### src/rtl/cbus_rr_arbiter.sv
// cbus_rr_arbiter: N-to-1 cache-bus arbiter (round-robin or fixed priority) with watchdog and abort detection.
// Defining CBUS_ARB_BYPASS_EN grants an idle request in the same cycle instead of one cycle later.
package common;
    typedef struct packed {
        logic        valid;
        logic        we;
        logic [31:0] addr;
        logic [31:0] wdata;
    } cbus_req_t;
    typedef struct packed {
        logic        ready;
        logic        last;
        logic [31:0] rdata;
    } cbus_resp_t;
endpackage

module cbus_rr_arbiter
    import common::*;
#(
    parameter int NUM_INPUTS = 4,
    parameter int RR_MODE = 1,
    parameter int TIMEOUT = 1024,
    localparam int IDX_W = (NUM_INPUTS > 1) ? $clog2(NUM_INPUTS) : 1
) (
    input  logic             clk,
    input  logic             reset,
    input  cbus_req_t        ireqs [NUM_INPUTS],
    output cbus_resp_t       iresps [NUM_INPUTS],
    output cbus_req_t        oreq,
    input  cbus_resp_t       oresp,
    output logic             grant_valid,
    output logic [IDX_W-1:0] grant_idx,
    output logic             timeout,
    output logic             abort
);
    localparam logic [0:0] IDLE = 1'b0;
    localparam logic [0:0] BUSY = 1'b1;
    localparam int WD_W = (TIMEOUT > 1) ? $clog2(TIMEOUT) : 1;
    localparam logic [WD_W-1:0] WD_LIM = WD_W'(TIMEOUT - 1);
    localparam logic [IDX_W-1:0] LAST_IDX = IDX_W'(NUM_INPUTS - 1);

    logic [0:0]       state_q, state_d;
    logic [IDX_W-1:0] idx_q, idx_d;
    logic [IDX_W-1:0] rr_ptr_q, rr_ptr_d;
    logic [WD_W-1:0]  wd_cnt_q, wd_cnt_d;
    logic             timeout_q, timeout_d;
    logic             abort_q, abort_d;
    logic [IDX_W-1:0] sel, cur;
    logic             any_valid, owned, wd_hit, cur_valid;
    logic [WD_W-1:0]  wd_inc;
    int               cand;

    function automatic logic [IDX_W-1:0] nxt(input logic [IDX_W-1:0] i);
        return (i == LAST_IDX) ? '0 : i + 1'b1;
    endfunction

    // Scan backwards so the earliest candidate in priority order is the one left in sel.
    always_comb begin
        sel = '0;
        any_valid = 1'b0;
        cand = 0;
        for (int k = NUM_INPUTS - 1; k >= 0; k--) begin
            cand = (RR_MODE != 0) ? int'(rr_ptr_q) + k : k;
            cand = (cand >= NUM_INPUTS) ? cand - NUM_INPUTS : cand;
            if (ireqs[IDX_W'(cand)].valid) begin
                sel = IDX_W'(cand);
                any_valid = 1'b1;
            end
        end
    end

`ifdef CBUS_ARB_BYPASS_EN
    assign owned = (state_q == BUSY) || any_valid;
`else
    assign owned = (state_q == BUSY);
`endif
    assign cur = (state_q == BUSY) ? idx_q : sel;
    assign cur_valid = ireqs[cur].valid;
    // wd_cnt_q is held at zero in IDLE, so a bypass cycle counts as the first watched cycle.
    assign wd_hit = (TIMEOUT != 0) && !oresp.ready && (wd_cnt_q == WD_LIM);
    assign wd_inc = (wd_cnt_q == '1) ? wd_cnt_q : wd_cnt_q + 1'b1;

    always_comb begin
        state_d   = state_q;
        idx_d     = idx_q;
        rr_ptr_d  = rr_ptr_q;
        wd_cnt_d  = wd_cnt_q;
        timeout_d = 1'b0;
        abort_d   = 1'b0;
        if (owned) begin
            if (oresp.last || !cur_valid || wd_hit) begin
                state_d   = IDLE;
                idx_d     = '0;
                wd_cnt_d  = '0;
                rr_ptr_d  = (RR_MODE != 0) ? nxt(cur) : '0;
                abort_d   = !oresp.last && !cur_valid;
                timeout_d = !oresp.last && cur_valid && wd_hit;
            end else begin
                state_d  = BUSY;
                idx_d    = cur;
                wd_cnt_d = (TIMEOUT == 0 || oresp.ready) ? '0 : wd_inc;
            end
        end else if (any_valid) begin
            state_d  = BUSY;
            idx_d    = sel;
            wd_cnt_d = '0;
        end
    end

    always_ff @(posedge clk) begin
        if (reset) begin
            state_q   <= IDLE;
            idx_q     <= '0;
            rr_ptr_q  <= '0;
            wd_cnt_q  <= '0;
            timeout_q <= 1'b0;
            abort_q   <= 1'b0;
        end else begin
            state_q   <= state_d;
            idx_q     <= idx_d;
            rr_ptr_q  <= rr_ptr_d;
            wd_cnt_q  <= wd_cnt_d;
            timeout_q <= timeout_d;
            abort_q   <= abort_d;
        end
    end

    always_comb begin
        oreq = '0;
        for (int i = 0; i < NUM_INPUTS; i++) iresps[i] = '0;
        if (owned) begin
            oreq = ireqs[cur];
            iresps[cur] = oresp;
        end
    end

    assign grant_valid = owned;
    assign grant_idx   = owned ? cur : '0;
    assign timeout     = timeout_q;
    assign abort       = abort_q;
endmodule

### config.mk
export PLATFORM = sky130hd
export DESIGN_NAME = cbus_rr_arbiter
export DESIGN_NICKNAME = d
export VERILOG_FILES = /design/src/rtl/cbus_rr_arbiter.sv
export SDC_FILE = /design/constraint.sdc
export NUM_CORES = 1
export LEC_CHECK = 0
export CAP_MARGIN = 20
export CORE_AREA = 2 2 195 197
export DETAILED_ROUTE_END_ITERATION = 10
export DIE_AREA = 0 0 197 199
export PLACE_DENSITY = 0.52
export REMOVE_ABC_BUFFERS = 1
export SLEW_MARGIN = 20
export SYNTH_ARGS = -nofsm -noshare
export SYNTH_HDL_FRONTEND = slang
export SYNTH_SLANG_ARGS = --single-unit
### constraint.sdc
create_clock -name clk -period 4.2 [get_ports clk]
set_input_delay 1.05 -clock clk [delete_from_list [all_inputs] [get_ports clk]]
set_output_delay 1.05 -clock clk [all_outputs]
set_load 0.05 [all_outputs]
==> results.py, run 1 <==
metrics = {
    "synthesis": {
        "synth_edf_count": 0,
        "synth_seq_cells": 17,
        "yosysSeqAreaShare_pct": 8.344,
        "synth_top_family_by_area": "simple AND/OR/NAND/NOR gates",
        "synthCells": 458,
        "synth_fa_ha_area_share_pct": 1.534,
        "syn_area_um2": 4079,
        "synthXorXnorAreaFrac_pct": 0.2147,
        "synth_top_area_cell": "mux4_2",
        "synth.distinct_cells": 48,
        "syn_avg_cell_area_um2": 8.906,
        "yosys_warnings": 0,
        "synth_simple_gate_area_share_pct": 39.11,
        "synth.top_cell.area_share_pct": 35.89,
        "async_flop_share_pct": 0,
        "synth-compound-area-share_pct": 6.933,
        "synth_ff_type": "dfxtp_1",
        "synth.area.mux_share_pct": 36.90,
        "synth_area_leaders": "mux4_2, and3_1, and2_1",
    },
    "sta": {
        "layout_min_cycle_time_ns": 4.121,
        "timing.setup.tns_ns": 0,
        "setup_viol": 0,
        "rsz0062_at_grt": "no",
        "slew_headroom_pct": 45.69,
        "fmax_ghz": 0.2426,
        "holdWs_ns": 0.4856,
        "timing.final.crit_share_pct": 98.13,
        "hold_violations": 0,
        "fin_skew_ns": 0.002324,
        "slew_violations": 0,
        "worst_pin_slew_ns": 0.8146,
    },
    "status": {
        "status": "completed",
    },
    "power_and_ir_drop": {
        "p_sw_share_pct": 47.37,
        "power.clock.fraction_pct": 9.2,
        "p_per_area_nw_per_um2": 194.1,
        "power.leakage_nw": 4.698,
        "p_seq_share_pct": 8.6,
        "power_switching_mw": 0.9908,
        "peakVddDrop_mv": 0.1180,
        "internal-power_mw": 1.101,
        "pwr-share-comb_pct": 82.2,
    },
    "critical_path": {
        "critPathArrivalTime_ns": 3.07,
        "crit_required_ns": 3.15,
        "end_kind": "output pin",
        "cp_max_fo": 10,
        "ff2ff_setup_slack_ns": 1.56,
        "rr_startpoint": "rr_ptr_q[1]$_SDFFE_PP0P_",
        "start_kind": "input pin",
        "r2r-end": "rr_ptr_q[0]$_SDFFE_PP0P_",
        "worstRegToRegCells": 7,
        "path_class": "input pin to output pin",
    },
    "global_route": {
        "grt_pass1_vias": 5990,
        "grt_pass1_wl_um": 42380,
        "grt_antenna_before_repair": 10,
        "grt_max_degree": 120,
        "grt-ovfl-total": 0,
        "gr-usage-all-layers_pct": 14.84,
    },
    "floorplan": {
        "start_util_pct": 10.98,
        "io_pins": 507,
        "core_um2": 37130,
        "die_area_um2": 39200,
        "die_w_um": 197,
        "die_h_um": 199,
        "rows": 71,
    },
    "detailed_routing": {
        "first_pass_iters": 5,
        "vias": 6008,
        "drt_iter0_markers": 340,
        "ant_nets": 0,
        "viasPerCell": 4.213,
        "drt_wl_total_um": 31850,
        "drc_errors": 0,
        "wire_per_inst_um": 22.33,
    },
    "min_path": {
        "whs_path_depth": 1,
        "hp-start": "wd_cnt_q[5]$_SDFFE_PP0P_",
        "min_delay_worst_endpoint": "wd_cnt_q[5]$_SDFFE_PP0P_",
        "min_path_type": "flip-flop to flip-flop",
    },
    "job": {
        "max-cap-violations": 0,
    },
    "cts": {
        "cts.sinks": 17,
        "h-tree-depth": 1,
        "clock-root-buffer": "clkbuf_16",
        "clk_latency_ns": 0.25,
        "cts_buffers": 3,
        "cts.clk_slew.worst_paths_ns": 0.05,
        "cts_tree": "built",
        "cts_hold_buf": 0,
        "cts_buffer_depth": 2,
    },
    "final_layout": {
        "finalNetCount": 1253,
        "drive_above_1_share_pct": 34.64,
        "fillers": 3914,
        "multiInputGateArea_um2": 3538,
        "area_delta_synth_final_pct": 164.2,
        "seqCellArea_um2": 344.1,
    },
    "placed_design": {
        "place_congestion": 0.9351,
        "port_buffers": 506,
        "dp_hpwl_um": 26010,
    },
}
-- power by group through the flow --
stage                     clock network, mW  logic (mW)  registers, mW
final                                 0.192        1.72          0.180
after floorplan                           0       0.816          0.208
after global routing                  0.206        1.80          0.181
after CTS                             0.200        1.67          0.179
after detailed placement                  0        1.62          0.182
after global placement                    0        1.61          0.182
-- worst max-delay path: stages --
cell and delay (ns):
dlygate4sd2_1 0.26, o211ai_1 0.21, a21oi_2 0.11, o31ai_4 0.34, buf_12 0.22, buf_16 0.16
mux4_2 0.28, and2_2 0.24, buf_4 0.19
-- per-stage QoR --
stage | instance area, um2 | util (%) | worst slack [ns] | cells | total power, mW
6_report | 10780 | 29.02 | 0.07864 | 1426 | 2.092
3_5_place_dp | 10290 | 27.70 | -0.1042 | 1406 | 1.798
3_3_place_gp | 10290 | 27.70 | -0.1446 | 1406 | 1.791
5_1_grt | 10770 | 29.01 | 0.007463 | 1424 | 2.185
4_1_cts | 10540 | 28.38 | 0.0006153 | 1415 | 2.053
2_1_floorplan | 3817 | - | -5.450 | 401 | 1.023
-- worst max path at each step --
stage,from,to,slack [ns],depth (start not counted)
after CTS,ireqs[131],iresps[46],0.0006,9
after detailed placement,ireqs[263],oreq[39],-0.10,9
after global routing,ireqs[197],oreq[39],0.007,9
final,ireqs[197],oreq[39],0.08,9
after global placement,ireqs[263],oreq[39],-0.14,9
after floorplan,grant_valid$_SDFF_PP0_,iresps[34],-5.45,3
-- layout make-up --
class,count,share of cell area (%)
inverter,6,0.2438
multi-input combinational,378,32.83
tap,474,5.503
antenna,5,0.1161
clock buffer,4,0.7314
timing repair buffer,542,57.38
sequential,17,3.192
-- cell families (layout without fill, tap and decap cells) --
family	count (synthesis)	count (layout)
xor gates and xnor gates	1	1
adders and majority gates	5	5
and+or+nand+nor	265	265
other	0	5
DFF	17	17
buffers and inverters	63	552
muxes	69	69
AOI/OAI and AO/OA	38	38
-- layer usage --
layer | GRT usage, % | share of wire, % | vias to the layer above
li1 | - | - | 2753
met1 | 15.98 | 36 | 2869
met2 | 28.49 | 53 | 355
met3 | 3.934 | 8.7 | 27
met4 | 3.899 | 2.2 | 4
met5 | 0 | 0.085 | -
-- state kept, by name, summed over array words and instances (netlist names) --
| name | cells |
|---|---|
| timeout | 1 |
| rr_ptr_q | 2 |
| abort | 1 |
| idx_q | 2 |
| grant_valid | 1 |
| wd_cnt_q | 10 |
-- cell usage after synthesis (10+ instances only) --
library cell	instances
nor2_1	16
nor3_1	10
and2_1	66
nand2_1	10
clkbuf_1	38
and3_1	141
buf_2	11
a31oi_1	10
dfxtp_1	17
mux4_2	65
-- cells in the final DEF, fill, tap and decap left out, drive strengths merged, types with 7 or more instances in the layout --
master         instances
mux4                  65
buf                  236
nand2                 11
clkdlybuf4s50        299
nor3                  10
dfxtp                 17
and3                 141
and2                  67
a31oi                 10
clkbuf                 7
nor2                  16
-- timing repair --
item	CTS	global route
resized for setup	22	38
setup endpoints to repair	151	148
gates cloned	3	4
pin swaps	1	5
setup buffers	2	3
Power figures use the tool's default switching activity.
==> inputs of run 2 (changes only) <==
- GPL_TIMING_DRIVEN: not set -> 0
==> run 2 against run 1 <==
  * Total power shrank 5.3%
  * Clock skew is essentially flat
  * Highest routed layer unchanged
  * Non-clock buffer count shrank 2
  * Critical path type unchanged
  * Via count grew 0.20%
  * First-iteration DRC count shrank 20%
  * Final cell count shrank 0.28%
  * Clock-buffer cell count is the same
  * Fmax shrank 1.3%
  * Die area is the same
  * Sequential share of layout area grew 0.24 points
  * Critical path depth grew 3
==> results.py, run 2 (synthesized netlist as in run 1, its figures left out) <==
metrics = {
    "power_and_ir_drop": {
        "peakVddDrop_mv": 0.1722,
        "p_sw_share_pct": 48.55,
        "pwr-share-comb_pct": 81.1,
        "p_seq_share_pct": 9.3,
        "total_power_mw": 1.981,
        "p_per_area_nw_per_um2": 197.4,
        "power_switching_mw": 0.9617,
        "power.leakage_nw": 4.280,
        "power.clock.fraction_pct": 9.6,
        "internal-power_mw": 1.019,
    },
    "cts": {
        "cts_tree": "built",
        "cts_hold_buf": 0,
        "cts_buffers": 3,
        "h-tree-depth": 1,
        "clk_latency_ns": 0.25,
        "clock-root-buffer": "clkbuf_16",
        "cts.clk_slew.worst_paths_ns": 0.05,
        "cts.sinks": 17,
        "cts_buffer_depth": 2,
    },
    "detailed_routing": {
        "first_pass_iters": 4,
        "drt_wl_total_um": 30550,
        "drc_errors": 0,
        "viasPerCell": 4.233,
        "ant_nets": 0,
        "wire_per_inst_um": 21.48,
        "vias": 6020,
        "drt_iter0_markers": 272,
    },
    "global_route": {
        "grt-ovfl-total": 0,
        "grt_pass1_wl_um": 42390,
        "grt_max_degree": 112,
        "gr-usage-all-layers_pct": 14.67,
        "grt_pass1_vias": 6183,
        "grt_antenna_before_repair": 12,
    },
    "placed_design": {
        "port_buffers": 506,
        "dp_hpwl_um": 24880,
        "dp_cells": 1389,
        "place_congestion": 0.8874,
    },
    "sta": {
        "hold_violations": 0,
        "holdWs_ns": 0.4838,
        "setup_viol": 0,
        "layout_min_cycle_time_ns": 4.174,
        "slew_violations": 0,
        "fin_skew_ns": 0.002299,
        "slew_headroom_pct": 52.13,
        "worst_pin_slew_ns": 0.7209,
        "timing.final.crit_share_pct": 99.38,
        "fmax_ghz": 0.2396,
        "rsz0062_at_grt": "yes",
    },
    "final_layout": {
        "mostFrequentLayoutCell": "clkdlybuf4s50_1",
        "largest_reg_flops": 10,
        "finalNonFillerCells": 1422,
        "most-common-layout-cells": "clkdlybuf4s50_1, and3_1, clkdlybuf4s15_2, mux4_2, and2_1",
        "reg_top3": "wd_cnt_q x10, idx_q x2, rr_ptr_q x2",
        "drive_above_1_share_pct": 34.29,
        "top_register": "wd_cnt_q",
        "finalNetCount": 1251,
        "area_delta_synth_final_pct": 146.0,
    },
    "floorplan": {
        "die_area_um2": 39200,
        "start_util_pct": 10.98,
        "core_um2": 37130,
        "die_w_um": 197,
        "rows": 71,
        "die_h_um": 199,
        "io_pins": 507,
    },
    "status": {
        "status": "completed",
    },
    "min_path": {
        "hp-start": "wd_cnt_q[5]$_SDFFE_PP0P_",
        "min_path_type": "flip-flop to flip-flop",
        "whs_path_depth": 1,
    },
    "critical_path": {
        "start_kind": "input pin",
        "worstRegToRegCells": 8,
        "end_kind": "output pin",
        "critPathArrivalTime_ns": 3.12,
        "cp-startpoint": "ireqs[197]",
        "rr_startpoint": "grant_valid$_SDFF_PP0_",
        "path_class": "input pin to output pin",
        "crit_required_ns": 3.15,
        "cp_max_fo": 10,
    },
    "job": {
        "max-cap-violations": 0,
    },
}
-- run 2: cell type report --
class                   instances  area [um2]
well taps                     474       593.1
diodes                          3       7.507
flip-flops and latches         17       344.1
repair buffers                540        5414
inverters                       6       22.52
fillers                      3999       27100
multi-input cells             378        3573
clock buffers                   4       78.83
-- run 2: what timing repair did --
item,4_1_cts,5_1_grt
buffers inserted,17,5
endpoints found under the setup margin,202,184
pin swaps,8,4
cloned,4,0
hold endpoints to repair,0,0
gates resized for setup,620,145
-- run 2: final timing paths --
path	endpoint	slack, ns
min	wd_cnt_q[5]$_SDFFE_PP0P_	0.48
max reg2reg	rr_ptr_q[0]$_SDFFE_PP0P_	1.43
max	oreq[36]	0.03
min reg2reg	wd_cnt_q[5]$_SDFFE_PP0P_	0.48
-- run 2: power by group through the flow --
stage | Combinational, mW | Clock [mW] | Sequential (mW)
2_1_floorplan | 0.816 | 0 | 0.208
4_1_cts | 1.60 | 0.196 | 0.186
5_1_grt | 1.68 | 0.207 | 0.186
3_5_place_dp | 1.52 | 0 | 0.189
6_report | 1.61 | 0.190 | 0.184
3_3_place_gp | 1.52 | 0 | 0.227
-- run 2: through the flow --
| step | setup TNS, ns | setup slack, ns | cell area, um2 | utilization [%] |
|---|---|---|---|---|
| finish | 0 | 0.02596 | 10030 | 27.02 |
| global route | -0.1798 | -0.05202 | 10030 | 27.02 |
| CTS | -0.01777 | -0.01131 | 10180 | 27.42 |
| detailed placement | -214.73 | -1.589 | 9656 | 26.00 |
| global placement | -2439.27 | -12.06 | 9475 | 25.52 |
| floorplan | -1098.69 | -5.450 | 3817 | - |
-- run 2: critical path, stage by stage --
cell and delay, ns:
buf_6 0.12, o211ai_1 0.19, a21oi_2 0.11, o31ai_4 0.27, buf_8 0.17, buf_12 0.12
buf_12 0.12, buf_12 0.14, buf_12 0.13, mux4_2 0.35, and2_4 0.19, buf_8 0.14
-- run 2: metal layers --
layer	routed length, um	track usage (%)
met4	1254	6.015
met3	2552	3.815
met1	11010	15.78
met2	15680	27.22
met5	55	0
==> inputs of run 3 (changes only) <==
==> constraint.sdc (replaced) <==
create_clock -name clk -period 4.2 [get_ports clk]
set_input_delay 0.63 -clock clk [delete_from_list [all_inputs] [get_ports clk]]
set_output_delay 0.63 -clock clk [all_outputs]
set_load 0.05 [all_outputs]
==> run 3 against run 2 <==
  * Clock-buffer cell count unchanged
  * Design area shrank 3.4%
  * Critical endpoint unchanged
  * Clock power about the same
  * Sequential power about the same
  * Clock skew about the same
  * Routed wire length is 4.2% lower
  * Non-clock buffer count fell by 23
  * Setup slack improved by 0.16 ns
  * Fmax is 4.0% higher
==> results.py, run 3 (synthesized netlist as in run 1, its figures left out) <==
metrics = {
    "detailed_routing": {
        "vias": 5901,
        "first_pass_iters": 4,
        "viasPerCell": 4.218,
        "drt_iter0_markers": 289,
        "drc_errors": 0,
        "ant_nets": 0,
        "wire_per_inst_um": 20.91,
        "drt_wl_total_um": 29260,
    },
    "cts": {
        "clk_latency_ns": 0.25,
        "cts.clk_slew.worst_paths_ns": 0.05,
        "cts_buffer_depth": 2,
        "cts_buffers": 3,
        "h-tree-depth": 1,
        "clock-root-buffer": "clkbuf_16",
        "cts.sinks": 17,
        "cts_tree": "built",
    },
    "global_route": {
        "use_met1_pct": 15.12,
        "grt_max_degree": 112,
        "gr-usage-all-layers_pct": 14.10,
        "grt_busiest_layer": "met2",
        "grt-ovfl-total": 0,
        "met2_usage_pct": 26.40,
        "met3_usage_pct": 4.052,
        "grt_antenna_before_repair": 12,
        "grt_pass1_wl_um": 41080,
        "grt_pass1_vias": 6011,
    },
    "power_and_ir_drop": {
        "p_per_area_nw_per_um2": 189.8,
        "p_seq_share_pct": 10.1,
        "peakVddDrop_mv": 0.1725,
        "internal-power_mw": 0.9175,
        "power_switching_mw": 0.9216,
        "power.leakage_nw": 5.126,
        "pwr-share-comb_pct": 79.5,
        "p_sw_share_pct": 50.11,
        "power.clock.fraction_pct": 10.4,
    },
    "final_layout": {
        "area_delta_synth_final_pct": 137.5,
        "largest_reg_flops": 10,
        "reg_top3": "wd_cnt_q x10, idx_q x2, rr_ptr_q x2",
        "finalNetCount": 1228,
        "top_register": "wd_cnt_q",
        "mostFrequentLayoutCell": "clkdlybuf4s50_1",
        "finish.utilization_pct": 26.09,
        "drive_above_1_share_pct": 11.61,
        "design_area_um2": 9689,
        "most-common-layout-cells": "clkdlybuf4s50_1, and3_1, dlygate4sd2_1, and2_1, mux4_2",
    },
    "floorplan": {
        "core_um2": 37130,
        "die_w_um": 197,
        "io_pins": 507,
        "die_area_um2": 39200,
        "die_h_um": 199,
        "rows": 71,
        "start_util_pct": 10.98,
    },
    "critical_path": {
        "cp_max_fo": 15,
        "rr_startpoint": "grant_valid$_SDFF_PP0_",
        "crit_path_cell_trace": "clkdlybuf4s50_1 > a21oi_1 > o31ai_4 > buf_8 > buf_8 > buf_6 > buf_8 > buf_6 > mux4_2 > and2_1 > buf_2",
        "cp-startpoint": "ireqs[65]",
        "end_kind": "output pin",
        "worstRegToRegCells": 8,
        "cp_slowest_stage_delay_ns": 0.66,
        "crit_required_ns": 3.57,
        "critPathArrivalTime_ns": 3.39,
        "ff2ff_setup_slack_ns": 1.21,
        "crit_top_cell": "buf_8",
        "r2r-end": "rr_ptr_q[0]$_SDFFE_PP0P_",
        "crit_buf_inv": 7,
        "path_delay_family": "buffers and inverters",
        "path_class": "input pin to output pin",
        "crit_slowest_cell": "clkdlybuf4s50_1",
        "start_kind": "input pin",
    },
    "sta": {
        "fin_skew_ns": 0.002074,
        "fmax_ghz": 0.2490,
        "slew_violations": 0,
        "slew_headroom_pct": 50.39,
        "rsz0062_at_grt": "no",
        "layout_min_cycle_time_ns": 4.015,
        "timing.final.crit_share_pct": 95.60,
        "hold_violations": 0,
        "setup_viol": 0,
        "worst_pin_slew_ns": 0.7419,
    },
    "min_path": {
        "min_path_type": "flip-flop to flip-flop",
        "whs_path_depth": 1,
        "hp-start": "wd_cnt_q[5]$_SDFFE_PP0P_",
        "min_delay_worst_endpoint": "wd_cnt_q[5]$_SDFFE_PP0P_",
    },
    "placed_design": {
        "place_congestion": 0.8874,
        "port_buffers": 506,
        "placed_area_um2": 9656,
        "dp_hpwl_um": 24880,
    },
    "status": {
        "status": "completed",
    },
    "job": {
        "max-cap-violations": 0,
    },
}
==> run 3: cell types whose count changed in the layout (fill, tap and decap cells not counted), sizes merged <==
| cell | before | now |
|---|---|---|
| buf | 68 | 24 |
| clkdlybuf4s15 | 111 | 0 |
| clkbuf | 54 | 7 |
| bufbuf | 3 | 0 |
| clkdlybuf4s50 | 300 | 325 |
| dlymetal6s2s | 0 | 39 |
| dlygate4sd2 | 8 | 126 |
==> run 3: power by group through the flow <==
stage	combinational [mW]	sequential, mW	clock [mW]
after floorplan	0.816	0.208	0
after global placement	1.52	0.227	0
after detailed placement	1.52	0.189	0
after CTS	1.48	0.185	0.196
after global routing	1.54	0.189	0.207
final	1.46	0.186	0.191
==> run 3: worst max-delay path by stage <==
stage | end | slack [ns] | cells past startpoint
final | oreq[36] | 0.18 | 11
after global routing | oreq[27] | 0.06 | 11
after CTS | oreq[27] | -0.13 | 13
after detailed placement | oreq[27] | -0.75 | 12
after global placement | iresps[31] | -11.64 | 4
after floorplan | iresps[34] | -5.03 | 3
==> run 3: through the flow <==
stage	cells	total power [mW]	hold slack (ns)	setup WS (ns)	TNS [ns]
6_report	1399	1.839	0.4828	0.1846	0
5_1_grt	1398	1.932	0.5032	0.05973	0
4_1_cts	1395	1.859	0.4819	-0.1297	-0.1297
3_5_place_dp	1389	1.710	0.4700	-0.7491	-46.87
3_3_place_gp	1381	1.750	0.4698	-11.64	-2353.17
2_1_floorplan	401	1.023	0.4471	-5.030	-1013.08
==> run 3: worst reg2reg max path, stage by stage (launching register included) <==
cell and delay (ns):
dfxtp_4 0.47, buf_16 0.25, nand2_8 0.23, inv_2 0.09, o32a_1 0.35, and2_4 0.21, o41a_2 0.70, a21boi_4 0.25
mux2_1 0.33
==> run 3: repair_timing <==
action                                  CTS  global route
pin swaps                                 1             0
resized for setup                       203            45
cloned                                    0             1
endpoints found under the setup margin  190           112
endpoints found under the hold margin     0             0
hold buffers                              0             0
setup buffers                             2             0
==> run 3: layout make-up <==
class                   instances  area (um2)
diodes                          3       7.507
flip-flops and latches         17       344.1
inverters                       6       22.52
clock buffers                   4       78.83
fillers                      4078       27440
repair buffers                517        5115
well taps                     474       593.1
multi-input cells             378        3528
==> run 3: metal layers <==
layer | part of all wire, % | up-vias
li1 | - | 2691
met3 | 9.5 | 51
met2 | 50 | 370
met5 | 0.21 | -
met4 | 4.5 | 10
met1 | 35 | 2779
